==> src/rtl/cache_refill_ctrl.sv <==
// cache_refill_ctrl
//   Refills one data-cache line from main memory after a load miss. The missing
//   address is latched and aligned to the start of its line. One word is then
//   fetched per memory beat, in ascending order. The finished line is written
//   into the cache arrays with a single fill_valid strobe. A one-cycle settle
//   follows so the cache hit path can re-evaluate before a new miss is accepted.
//
// Ports
//   clock       system clock, all state updates on the rising edge
//   reset       synchronous active-high reset
//   miss_req    data-cache miss request
//   miss_addr   load address that missed
//   mem_req     memory word read request (held until mem_ack)
//   mem_addr    word-aligned address of the current beat
//   mem_ack     beat completion, mem_rdata valid this cycle
//   mem_rdata   memory read data
//   fill_valid  one-cycle write strobe into the cache line arrays
//   fill_index  line index to write
//   fill_tag    tag to write
//   fill_data   assembled line, word k at bits [32k+31:32k]
//   busy        high whenever the controller is not idle
//
// LINE_WORDS is expected to be a power of two, at least 2.

module cache_refill_ctrl #(
  parameter int LINE_WORDS = 4,
  parameter int INDEX_BITS = 4
) (
  input  logic                                        clock,
  input  logic                                        reset,
  input  logic                                        miss_req,
  input  logic [31:0]                                 miss_addr,
  output logic                                        mem_req,
  output logic [31:0]                                 mem_addr,
  input  logic                                        mem_ack,
  input  logic [31:0]                                 mem_rdata,
  output logic                                        fill_valid,
  output logic [INDEX_BITS-1:0]                       fill_index,
  output logic [31-INDEX_BITS-$clog2(LINE_WORDS)-2:0] fill_tag,
  output logic [32*LINE_WORDS-1:0]                    fill_data,
  output logic                                        busy
);

  localparam int BEAT_BITS = $clog2(LINE_WORDS);
  localparam int OFF_BITS  = BEAT_BITS + 2;          // byte offset inside a line
  localparam int LINE_BITS = 32 - OFF_BITS;          // line address width
  localparam int DATA_BITS = 32 * LINE_WORDS;
  localparam logic [BEAT_BITS-1:0] LAST_BEAT = BEAT_BITS'(LINE_WORDS - 1);

  typedef enum logic [1:0] {
    ST_IDLE   = 2'd0,
    ST_FETCH  = 2'd1,
    ST_WRITE  = 2'd2,
    ST_SETTLE = 2'd3
  } state_t;

  state_t                 state_r,      state_nxt_s;
  logic [BEAT_BITS-1:0]   beat_r,       beat_nxt_s;
  logic [LINE_BITS-1:0]   line_addr_r,  line_addr_nxt_s;
  logic [DATA_BITS-1:0]   line_r,       line_nxt_s;
  logic                   mem_req_r,    mem_req_nxt_s;
  logic [31:0]            mem_addr_r,   mem_addr_nxt_s;
  logic                   fill_valid_r, fill_valid_nxt_s;
  logic [INDEX_BITS-1:0]  fill_index_r, fill_index_nxt_s;
  logic [LINE_BITS-INDEX_BITS-1:0] fill_tag_r, fill_tag_nxt_s;
  logic [DATA_BITS-1:0]   fill_data_r,  fill_data_nxt_s;
  logic                   busy_r,       busy_nxt_s;
  logic [BEAT_BITS-1:0]   beat_inc_s;
  logic [DATA_BITS-1:0]   line_merge_s;

  // The byte offset of the miss address is dropped: refills always start at word 0.
  logic miss_offset_unused_s;
  assign miss_offset_unused_s = ^miss_addr[OFF_BITS-1:0];

  // Beat counter increment; the counter is only as wide as the line so the
  // beat address can never carry into the line address.
  assign beat_inc_s = beat_r + BEAT_BITS'(1);

  // Next-state and next-output logic.
  always_comb begin
    state_nxt_s      = state_r;
    beat_nxt_s       = beat_r;
    line_addr_nxt_s  = line_addr_r;
    line_nxt_s       = line_r;
    mem_req_nxt_s    = 1'b0;
    mem_addr_nxt_s   = mem_addr_r;
    fill_valid_nxt_s = 1'b0;
    fill_index_nxt_s = fill_index_r;
    fill_tag_nxt_s   = fill_tag_r;
    fill_data_nxt_s  = fill_data_r;
    line_merge_s     = line_r;

    case (state_r)
      ST_IDLE: begin
        if (miss_req) begin
          line_addr_nxt_s = miss_addr[31:OFF_BITS];
          beat_nxt_s      = {BEAT_BITS{1'b0}};
          mem_req_nxt_s   = 1'b1;
          mem_addr_nxt_s  = {miss_addr[31:OFF_BITS], {OFF_BITS{1'b0}}};
          state_nxt_s     = ST_FETCH;
        end else begin
          state_nxt_s     = ST_IDLE;
        end
      end

      ST_FETCH: begin
        mem_req_nxt_s = 1'b1;
        if (mem_ack) begin
          line_merge_s[{beat_r, 5'd0} +: 32] = mem_rdata;
          line_nxt_s = line_merge_s;
          if (beat_r == LAST_BEAT) begin
            // Last beat: the merged line goes straight to the fill registers
            // so fill_valid and fill_data appear together in WRITE.
            mem_req_nxt_s    = 1'b0;
            beat_nxt_s       = {BEAT_BITS{1'b0}};
            fill_valid_nxt_s = 1'b1;
            fill_index_nxt_s = line_addr_r[INDEX_BITS-1:0];
            fill_tag_nxt_s   = line_addr_r[LINE_BITS-1:INDEX_BITS];
            fill_data_nxt_s  = line_merge_s;
            state_nxt_s      = ST_WRITE;
          end else begin
            beat_nxt_s     = beat_inc_s;
            mem_addr_nxt_s = {line_addr_r, beat_inc_s, 2'b00};
          end
        end else begin
          state_nxt_s = ST_FETCH;
        end
      end

      ST_WRITE: begin
        state_nxt_s = ST_SETTLE;
      end

      // miss_req is deliberately not looked at here.
      ST_SETTLE: begin
        state_nxt_s = ST_IDLE;
      end

      default: begin
        state_nxt_s = ST_IDLE;
      end
    endcase

    busy_nxt_s = (state_nxt_s != ST_IDLE);
  end

  // State and output registers with synchronous reset.
  always_ff @(posedge clock) begin
    if (reset) begin
      state_r      <= ST_IDLE;
      beat_r       <= {BEAT_BITS{1'b0}};
      line_addr_r  <= {LINE_BITS{1'b0}};
      line_r       <= {DATA_BITS{1'b0}};
      mem_req_r    <= 1'b0;
      mem_addr_r   <= 32'h0000_0000;
      fill_valid_r <= 1'b0;
      fill_index_r <= {INDEX_BITS{1'b0}};
      fill_tag_r   <= {(LINE_BITS-INDEX_BITS){1'b0}};
      fill_data_r  <= {DATA_BITS{1'b0}};
      busy_r       <= 1'b0;
    end else begin
      state_r      <= state_nxt_s;
      beat_r       <= beat_nxt_s;
      line_addr_r  <= line_addr_nxt_s;
      line_r       <= line_nxt_s;
      mem_req_r    <= mem_req_nxt_s;
      mem_addr_r   <= mem_addr_nxt_s;
      fill_valid_r <= fill_valid_nxt_s;
      fill_index_r <= fill_index_nxt_s;
      fill_tag_r   <= fill_tag_nxt_s;
      fill_data_r  <= fill_data_nxt_s;
      busy_r       <= busy_nxt_s;
    end
  end

  assign mem_req    = mem_req_r;
  assign mem_addr   = mem_addr_r;
  assign fill_valid = fill_valid_r;
  assign fill_index = fill_index_r;
  assign fill_tag   = fill_tag_r;
  assign fill_data  = fill_data_r;
  assign busy       = busy_r;

endmodule

==> config.mk <==
export PLATFORM = sky130hd
export DESIGN_NAME = cache_refill_ctrl
export DESIGN_NICKNAME = d
export VERILOG_FILES = /design/src/rtl/cache_refill_ctrl.sv
export SDC_FILE = /design/constraint.sdc
export NUM_CORES = 1
export LEC_CHECK = 0
export ABC_CLOCK_PERIOD_IN_PS = 4500
export CAP_MARGIN = 25
export CORE_UTILIZATION = 51
export DETAILED_ROUTE_END_ITERATION = 7
export GPL_ROUTABILITY_DRIVEN = 0
export PLACE_DENSITY = 0.83
export SYNTH_ARGS = -nofsm -noshare
export SYNTH_HDL_FRONTEND = slang
export SYNTH_SLANG_ARGS = --single-unit
==> constraint.sdc <==
create_clock -name clock -period 4.5 [get_ports clock]
set_input_delay 0.9 -clock clock [delete_from_list [all_inputs] [get_ports clock]]
set_output_delay 0.9 -clock clock [all_outputs]
set_load 0.01 [all_outputs]
Yosys cells after proc, flatten, opt, wreduce, memory -nomap -nowiden
Index checks and enable logic that the tools add are counted.
{"block": "totals", "reg_bits": 351, "output_inout_bits": 191, "elab_cells": 51}
{"block": "op_classes", "addsub": 2, "n_eq_ne": 7, "n_shift": 2, "mux": 18, "bitwise_logic": 2, "n_reduce_logical": 9}
{"operator": "$bwmux 128", "count": 1}
{"operator": "$shift 32x9->128 const A", "count": 1}
{"operator": "$shiftx 32x9->128", "count": 1}
{"operator": "$mux 32", "count": 3}
{"operator": "$pmux 32 s2", "count": 1}
{"operator": "$mux 2", "count": 5}
{"operator": "$neg 7->9", "count": 1}
{"operator": "$pmux 2 s4", "count": 1}
{"operator": "$eq 2x2->1 const B", "count": 3}
{"operator": "$ne 2x2->1 const B", "count": 3}
{"operator": "$reduce_and 3->1", "count": 2}
{"operator": "$mux 1", "count": 5}
{"operator": "$pmux 2 s2", "count": 1}
{"operator": "$reduce_and 2->1", "count": 2}
{"operator": "$reduce_and 4->1", "count": 1}
{"operator": "$reduce_bool 2->1", "count": 2}
{"operator": "$reduce_or 3->1", "count": 1}
{"operator": "$add 2x1->2 const B", "count": 1}
{"operator": "$eq 2x1->1 const B", "count": 1}
{"operator": "$logic_not 2->1", "count": 1}
{"operator": "$not 1->1", "count": 2}
{"operator": "$pmux 1 s2", "count": 1}

Depth between registers and ports, before layout
Gate-level depths: netlist of the first run.
{"block": "depth", "word_depth": 5, "depth_mapped": 7, "mapped_depth_nobuf": 5}

Worst setup path after synthesis of the first run
Ideal clock, no wire load.
{"block": "synth_timing", "path_kind": "input to register", "startpoint": "input mem_ack", "endpoint": "register fill_data_r[46], in the netlist fill_data[46]", "setup_ns": 0.132, "t_arrival_ns": 1.885, "required_ns": 4.368, "setup_slack_ns": 2.483, "cell_stages": 6, "n_path_buf": 3, "cell_sequence": "buf_2 -> nand4b_1 -> buf_2 -> clkbuf_1 -> a311oi_1 -> nor3_1"}
{"block": "synth_between", "elab_chain_len": 1}
{"element": "start, declared", "line_no": "35", "rtl": "input logic mem_ack,"}
{"element": "$reduce_and 3->1 (no line)"}
{"element": "end signal, assigned", "line_no": "159", "rtl": "fill_data_r <= {DATA_BITS{1'b0}};"}
{"element": "end signal, assigned", "line_no": "171", "rtl": "fill_data_r <= fill_data_nxt_s;"}
{"element": "end, declared", "line_no": "66", "rtl": "logic [DATA_BITS-1:0] fill_data_r, fill_data_nxt_s;"}
No other way between the ends.
A chain may end at the register's enable or synchronous reset.

Worst setup path after layout of the first run
{"block": "layout_timing", "startpoint": "register beat_r[0]", "endpoint": "register line_r[72]"}
{"block": "layout_between", "elab_chain_len": 3, "word_cells_on_any_way": 4}
{"element": "start, declared", "line_no": "58", "rtl": "logic [BEAT_BITS-1:0] beat_r, beat_nxt_s;"}
{"element": "start signal, assigned", "line_no": "151", "rtl": "beat_r <= {BEAT_BITS{1'b0}};"}
{"element": "start signal, assigned", "line_no": "163", "rtl": "beat_r <= beat_nxt_s;"}
{"element": "$neg 7->9 (*)", "line_no": "109", "rtl": "line_merge_s[{beat_r, 5'd0} +: 32] = mem_rdata;"}
{"element": "$shiftx 32x9->128 / $shift 32x9->128 (equally long branches)", "line_no": "109"}
{"element": "$bwmux 128 (*)", "line_no": "109"}
{"element": "end signal, assigned", "line_no": "153", "rtl": "line_r <= {DATA_BITS{1'b0}};"}
{"element": "end signal, assigned", "line_no": "165", "rtl": "line_r <= line_nxt_s;"}
{"element": "end, declared", "line_no": "60", "rtl": "logic [DATA_BITS-1:0] line_r, line_nxt_s;"}
Every way passes the cells marked *; elsewhere a longest branch is shown, timed or not.

==> reports/metrics.yaml, run 1 <==
drt:
  drc: 0
  drt-initial-drc-count: 912
  vias: 11400
  detail-route-antenna-nets: 0
  wl_per_cell_um: 18.9
  wirelength_mm: 36.2
  drt_pass1_iterations: 6
  vias_per_cell: 5.93
yosys:
  ys_seq_area_share_pct: 51.0
  synthDistinctLibCells: 34
  ys_seq_elements: 317
  synthCells: 1447
  avgSynthCellArea_um2: 8.61
  synth_area_mm2: 0.0125
  yosysWarnings: 0
setup_path:
  reg2reg_to: "line_r[72]"
  critPathKind: "reg2reg"
  crit_arrival_ns: 3.47
  r2r_start: "beat_r[0]"
  required_ns: 4.99
  reg2regPathDepth: 6
  start_kind: "flop"
  endpoint_kind: "flop"
  r2r_setup_slack_ns: 1.51
  critPathMaxFanout: 17
cts:
  cts_buffer_depth: 3
  post_cts_buffers: 0
  cts_buffers: 30
  clk_pin_slew_ns: 0.06
  clk_latency_ns: 0.55
  htreeDepth: 1
  cts_tree: "done"
  post_cts_resized: 0
  cts_sinks: 317
  cts-root-buf: "clkbuf_16"
  cts_hold_buf: 0
power:
  power.density_mw_per_mm2: 374
  comb_power_share_pct: 7.4
  p_leak_nw: 5.37
  seq_power_share_pct: 48.9
  switching_share_pct: 22.8
  p_switching_mw: 1.35
  p_clk_share_pct: 43.7
  ir_drop_uv: 233
  p_int_mw: 4.58
grt:
  grt_pass1_wl_mm: 55.9
  grt_start_max_net_pins: 107
  antenna_found_initial: 1
  grt_overflow: 0
  grt_pass1_vias: 10400
  grt_use_total_pct: 28.1
final_layout:
  drive_above_1_share_pct: 5.40
  multi_input_area_mm2: 0.00533
  seq_area_mm2: 0.00635
  finalNonFillerCells: 1914
  final_nets: 1648
  utilization_pct: 67.0
  n_fill_cell: 1904
  syn2layout_area_growth_pct: 27.4
  stdcell_area_mm2: 0.0159
die:
  die_y_um: 158
  die_w_um: 158
  rows: 56
  coreArea_mm2: 0.0237
  start_util_pct: 52.6
  io_pins: 259
  die_area_mm2: 0.0250
timing:
  grt_setup_unrepaired: "false"
  hold_viol: 0
  finalCritPeriodShare_pct: 66.4
  fin_skew_ns: 0.00666
  maxSlewViolCount: 0
  tns_ns: 0
  setup_viol: 0
  fin_crit_ns: 2.99
  worst_pin_slew_ns: 1.11
  slew_headroom_pct: 25.7
  fin_ws_ns: 1.51
  max_freq_ghz: 0.335
min_path:
  hp-start: "line_r[42]"
  hold_path.class: "reg2reg"
  hold_end: "line_r[42]"
  hold_depth: 2
placed_design:
  portBuffers: 252
  dp_hpwl_mm: 21.9
  dp.cells: 1859
  place_ws_ns: 1.08
  placed_cell_area_mm2: 0.0148
run_status:
  status: "finished, final reports clean"
job:
  drv_cap: 0
metrics by stage:
| stage | total power [mW] | hold slack (ns) |
|---|---|---|
| finish | 5.93 | 0.446 |
| global route | 6.12 | 0.460 |
| CTS | 5.96 | 0.447 |
| detailed placement | 3.39 | 0.439 |
| global placement | 3.38 | 0.433 |
| floorplan | 3.21 | 0.427 |
Yosys cell counts, drive strengths merged:
library cell,instances,area [µm²]
a211oi,31,233
a21o,1,7.51
a21oi,155,776
a221oi,32,280
a22o,62,543
a311oi,63,552
and3b,2,17.5
and4b,6,60.1
and4bb,3,37.5
buf,98,489
clkbuf,84,315
conb,1,3.75
dfxtp,317,6350
ha,6,75.1
inv,3,11.3
nand2,180,676
nand2b,34,213
nand3,98,490
nand3b,4,30.0
nand4,2,12.5
nand4b,3,26.3
nor2,99,372
nor2b,32,200
nor3,95,475
nor3b,3,22.5
nor4b,1,23.8
o21ai,29,145
or2,1,6.26
or3,1,6.26
or3b,1,8.76
critical path: stages, from the launching register on:
cell and delay, ns:
dfxtp_1 0.61, inv_1 0.18, ha_1 0.49, nor4b_4 0.26, and4b_1 0.81, buf_4 0.38, a22o_1 0.19
registers in the layout, summed over array words and instances (netlist names):
| name | cells |
|---|---|
| fill_valid | 1 |
| fill_index | 4 |
| busy | 1 |
| line_r | 96 |
| mem_addr | 30 |
| fill_tag | 24 |
| fill_data | 128 |
| beat_r | 2 |
| mem_req | 1 |
| line_addr_r | 28 |
| state_r | 2 |
worst max path at each step:
stage | cells after the start | slack, ns | end | start
global route | 6 | 1.41 | fill_data[36] | beat_r[0]
CTS | 5 | 1.39 | line_r[72] | beat_r[0]
detailed placement | 5 | 1.08 | line_r[72] | mem_ack
floorplan | 6 | 2.48 | fill_data[46] | mem_ack
finish | 6 | 1.51 | line_r[72] | beat_r[0]
global placement | 5 | 1.13 | line_r[78] | mem_ack
final cells by class:
type,count,share of cell area [%]
Clock buffer,46,6.00
Multi-Input combinational cell,946,33.6
Timing Repair Buffer,276,17.3
Tap cell,319,2.51
Antenna cell,1,0.0158
Inverter,3,0.0709
Sequential cell,317,40.0
Clock inverter,6,0.505
power groups by stage:
stage / clock network (mW) / registers (mW) / logic, mW
2_1_floorplan: 0 / 2.96 / 0.247
3_3_place_gp: 0 / 2.96 / 0.420
3_5_place_dp: 0 / 2.96 / 0.429
4_1_cts: 2.63 / 2.90 / 0.433
5_1_grt: 2.75 / 2.90 / 0.474
6_report: 2.60 / 2.90 / 0.439
routing by layer:
layer / vias up / global-route usage (%) / share of wire [%]
met5: - / 0 / 0
met4: 0 / 9.80 / 2.9
met3: 73 / 6.53 / 9.5
met2: 506 / 46.5 / 47
met1: 5415 / 35.8 / 40
li1: 5362 / - / -
cell families (layout without fill, tap and decap cells):
group | Yosys count | count (layout) | synth area share, %
compound gates | 373 | 373 | 20.4
other cells | 1 | 3 | 0.0301
simple gates | 565 | 565 | 21.5
fa+ha+maj | 6 | 6 | 0.603
flops | 317 | 317 | 51.0
buf+inv | 185 | 331 | 6.55
placed cells by master (no fill, tap or decap), types with 2 or more instances in the layout:
| cell | instances |
|---|---|
| buf_12 | 2 |
| and4b_1 | 5 |
| nand3b_1 | 4 |
| clkbuf_16 | 31 |
| ha_1 | 4 |
| and4bb_2 | 2 |
| o21ai_1 | 2 |
| nand2b_1 | 34 |
| nand3_1 | 98 |
| a221oi_1 | 32 |
| o21ai_0 | 27 |
| ha_2 | 2 |
| clkdlybuf4s50_1 | 251 |
| a311oi_1 | 63 |
| clkinv_2 | 4 |
| and3b_1 | 2 |
| a211oi_1 | 31 |
| a21oi_1 | 154 |
| nor2b_1 | 32 |
| nand4b_1 | 3 |
| conb_1 | 2 |
| dfxtp_1 | 317 |
| nand4_1 | 2 |
| nor3_1 | 95 |
| buf_4 | 21 |
| nor3b_2 | 2 |
| clkbuf_8 | 13 |
| bufinv_16 | 2 |
| a22o_1 | 62 |
| nand2_1 | 180 |
| inv_1 | 3 |
| nor2_1 | 98 |
| clkbuf_1 | 3 |
Power figures use the tool's default switching activity.
==> run 2: changes to the inputs <==
--- a/config.mk
+++ b/config.mk
@@ -5,7 +5,7 @@
 export SDC_FILE = /design/constraint.sdc
 export NUM_CORES = 1
 export LEC_CHECK = 0
-export ABC_CLOCK_PERIOD_IN_PS = 4500
+export ABC_CLOCK_PERIOD_IN_PS = 2900
 export CAP_MARGIN = 25
 export CORE_UTILIZATION = 51
 export DETAILED_ROUTE_END_ITERATION = 7
==> constraint.sdc (replaced) <==
create_clock -name clock -period 2.9 [get_ports clock]
set_input_delay 0.58 -clock clock [delete_from_list [all_inputs] [get_ports clock]]
set_output_delay 0.58 -clock clock [all_outputs]
set_load 0.01 [all_outputs]
==> reports/metrics.yaml, run 2 (synthesis gave the netlist of run 1 again) <==
drt:
  vias: 11600  # +1.9%
  wirelength_mm: 36.7  # +1.4%
  drt_pass1_iterations: 5  # -1
  vias_per_cell: 5.97  # +0.65%
  drt-initial-drc-count: 1050  # +15%
  wl_per_cell_um: 19.0  # +0.20%
  drc: 0  # unchanged
  detail-route-antenna-nets: 0  # unchanged
cts:
  cts_hold_buf: 0  # unchanged
  post_cts_buffers: 0  # unchanged
  cts_sinks: 317  # unchanged
  clk_latency_ns: 0.57  # +0.02 ns
  clk_pin_slew_ns: 0.07  # about the same
  cts_buffers: 31  # +3.3%
  post_cts_resized: 0  # unchanged
  cts-root-buf: "clkbuf_16"
  htreeDepth: 1  # unchanged
  cts_buffer_depth: 3  # unchanged
  cts_tree: "done"
setup_path:
  critPathKind: "reg2reg"
  reg2regPathDepth: 6  # unchanged
  r2r_setup_slack_ns: 0.63  # -0.88 ns
  required_ns: 3.38  # -1.61 ns
  reg2reg_to: "fill_data[26]"
  endpoint_kind: "flop"
  start_kind: "flop"
  r2r_start: "beat_r[1]"
  critPathMaxFanout: 19  # +2
  crit_arrival_ns: 2.74  # -0.73 ns
grt:
  grt_overflow: 0  # unchanged
  grt_use_met2_pct: 47.3  # +0.77 points
  use_met1_pct: 37.2  # +1.3 points
  grt_start_max_net_pins: 76  # -29%
  grt_pass1_wl_mm: 57.1  # +2.2%
  antenna_found_initial: 1  # unchanged
  grt_pass1_vias: 10700  # +3.0%
  grt_use_total_pct: 28.7  # +0.61 points
  grtUsageMet3_pct: 6.07  # -0.46 points
  grt-busiest-layer: "met2"
final_layout:
  final_cell_mix: "dfxtp_1 (317), clkdlybuf4s50_1 (251), nand2_1 (180)"
  n_fill_cell: 1895  # -0.47%
  drive_above_1_share_pct: 6.74  # +1.3 points
  final_nets: 1666  # +1.1%
  finalNonFillerCells: 1937  # +1.2%
  syn2layout_area_growth_pct: 29.5
  largest_reg_flops: 128  # unchanged
  final_common_cell: "dfxtp_1"
die:
  die_y_um: 158  # unchanged
  die_w_um: 158  # unchanged
  coreArea_mm2: 0.0237  # unchanged
  rows: 56  # unchanged
  io_pins: 259  # unchanged
  start_util_pct: 52.6  # unchanged
  die_area_mm2: 0.0250  # unchanged
placed_design:
  dp.cells: 1878  # +1.0%
  portBuffers: 252  # unchanged
  dp_hpwl_mm: 22.8  # +4.2%
  place_ws_ns: 0.260  # -0.816 ns
power:
  power_mw: 9.58  # +61%
  ir_drop_uv: 442  # +90%
  power.density_mw_per_mm2: 594  # +59%
  p_leak_nw: 5.50  # +2.4%
timing:
  hold_slack_ns: 0.446  # -0.000209 ns
  grt_setup_unrepaired: "false"
  setup_viol: 0  # unchanged
  hold_viol: 0  # unchanged
  tns_ns: 0  # unchanged
  finalCritPeriodShare_pct: 78.1  # +12 points
  fin_ws_ns: 0.634  # -0.878 ns
  worst_pin_slew_ns: 0.966  # -0.145 ns
  max_freq_ghz: 0.441  # +32%
  maxSlewViolCount: 0  # unchanged
  slew_headroom_pct: 35.5  # +9.7 points
  fin_skew_ns: 0.0182  # +0.0116 ns
  fin_crit_ns: 2.27  # -0.722 ns
min_path:
  hp-start: "line_r[63]"
  hold_depth: 2  # unchanged
  hold_path.class: "reg2reg"
  hold_end: "line_r[63]"
run_status:
  status: "finished, final reports clean"
job:
  drv_cap: 0  # unchanged
==> run 2: changes by cell type in the layout (fill, tap and decap cells not counted), sizes merged <==
cell      change
clkinvlp      +2
clkinv        +5
clkbuf        -6
inv           +1
buf          +17
bufinv        +4
==> run 2: layer usage <==
metal  up-vias  routed length, µm
met2       517              17400
met1      5568              15000
li1       5405                  -
met4         0                990
met3        77               3290
met5         -                  0
==> run 2: layout make-up <==
cell class	instances	area, µm²	share of cell area (%)
sequential	317	6350	39.3
multi-input combinational	946	5330	33.0
timing repair buffer	293	2910	18.0
clock buffer	40	870	5.39
tap	319	399	2.47
clock inverter	18	264	1.64
inverter	3	11.3	0.0698
antenna	1	2.50	0.0155
==> run 2: worst max-delay path by stage <==
| stage | slack, ns | end | start | cells after the start |
|---|---|---|---|---|
| 3_3_place_gp | 0.28 | line_r[80] | mem_ack | 4 |
| 3_5_place_dp | 0.26 | fill_data[95] | mem_ack | 5 |
| 2_1_floorplan | 0.89 | fill_data[106] | beat_r[0] | 7 |
| 4_1_cts | 0.63 | fill_data[26] | beat_r[1] | 6 |
| 6_report | 0.63 | fill_data[26] | beat_r[1] | 6 |
| 5_1_grt | 0.48 | fill_data[95] | beat_r[1] | 6 |
==> run 2: per-stage QoR <==
step	util [%]	instance area, µm²
after floorplan	-	12500
after global placement	63.3	15000
after detailed placement	63.3	15000
after CTS	68.1	16100
after global routing	68.1	16100
final	68.1	16100
==> run 2: power breakdown <==
group / internal, mW / switching, mW
sequential: 4.44 / 0.0531
combinational: 0.271 / 0.435
clock: 2.66 / 1.72
==> run 2: worst max-delay path, cell delays in order, from the launching register on <==
cell and delay (ns):
dfxtp_1 0.40, inv_1 0.11, ha_1 0.40, and4bb_2 0.62, buf_4 0.34, a221oi_1 0.12, nor3_1 0.19
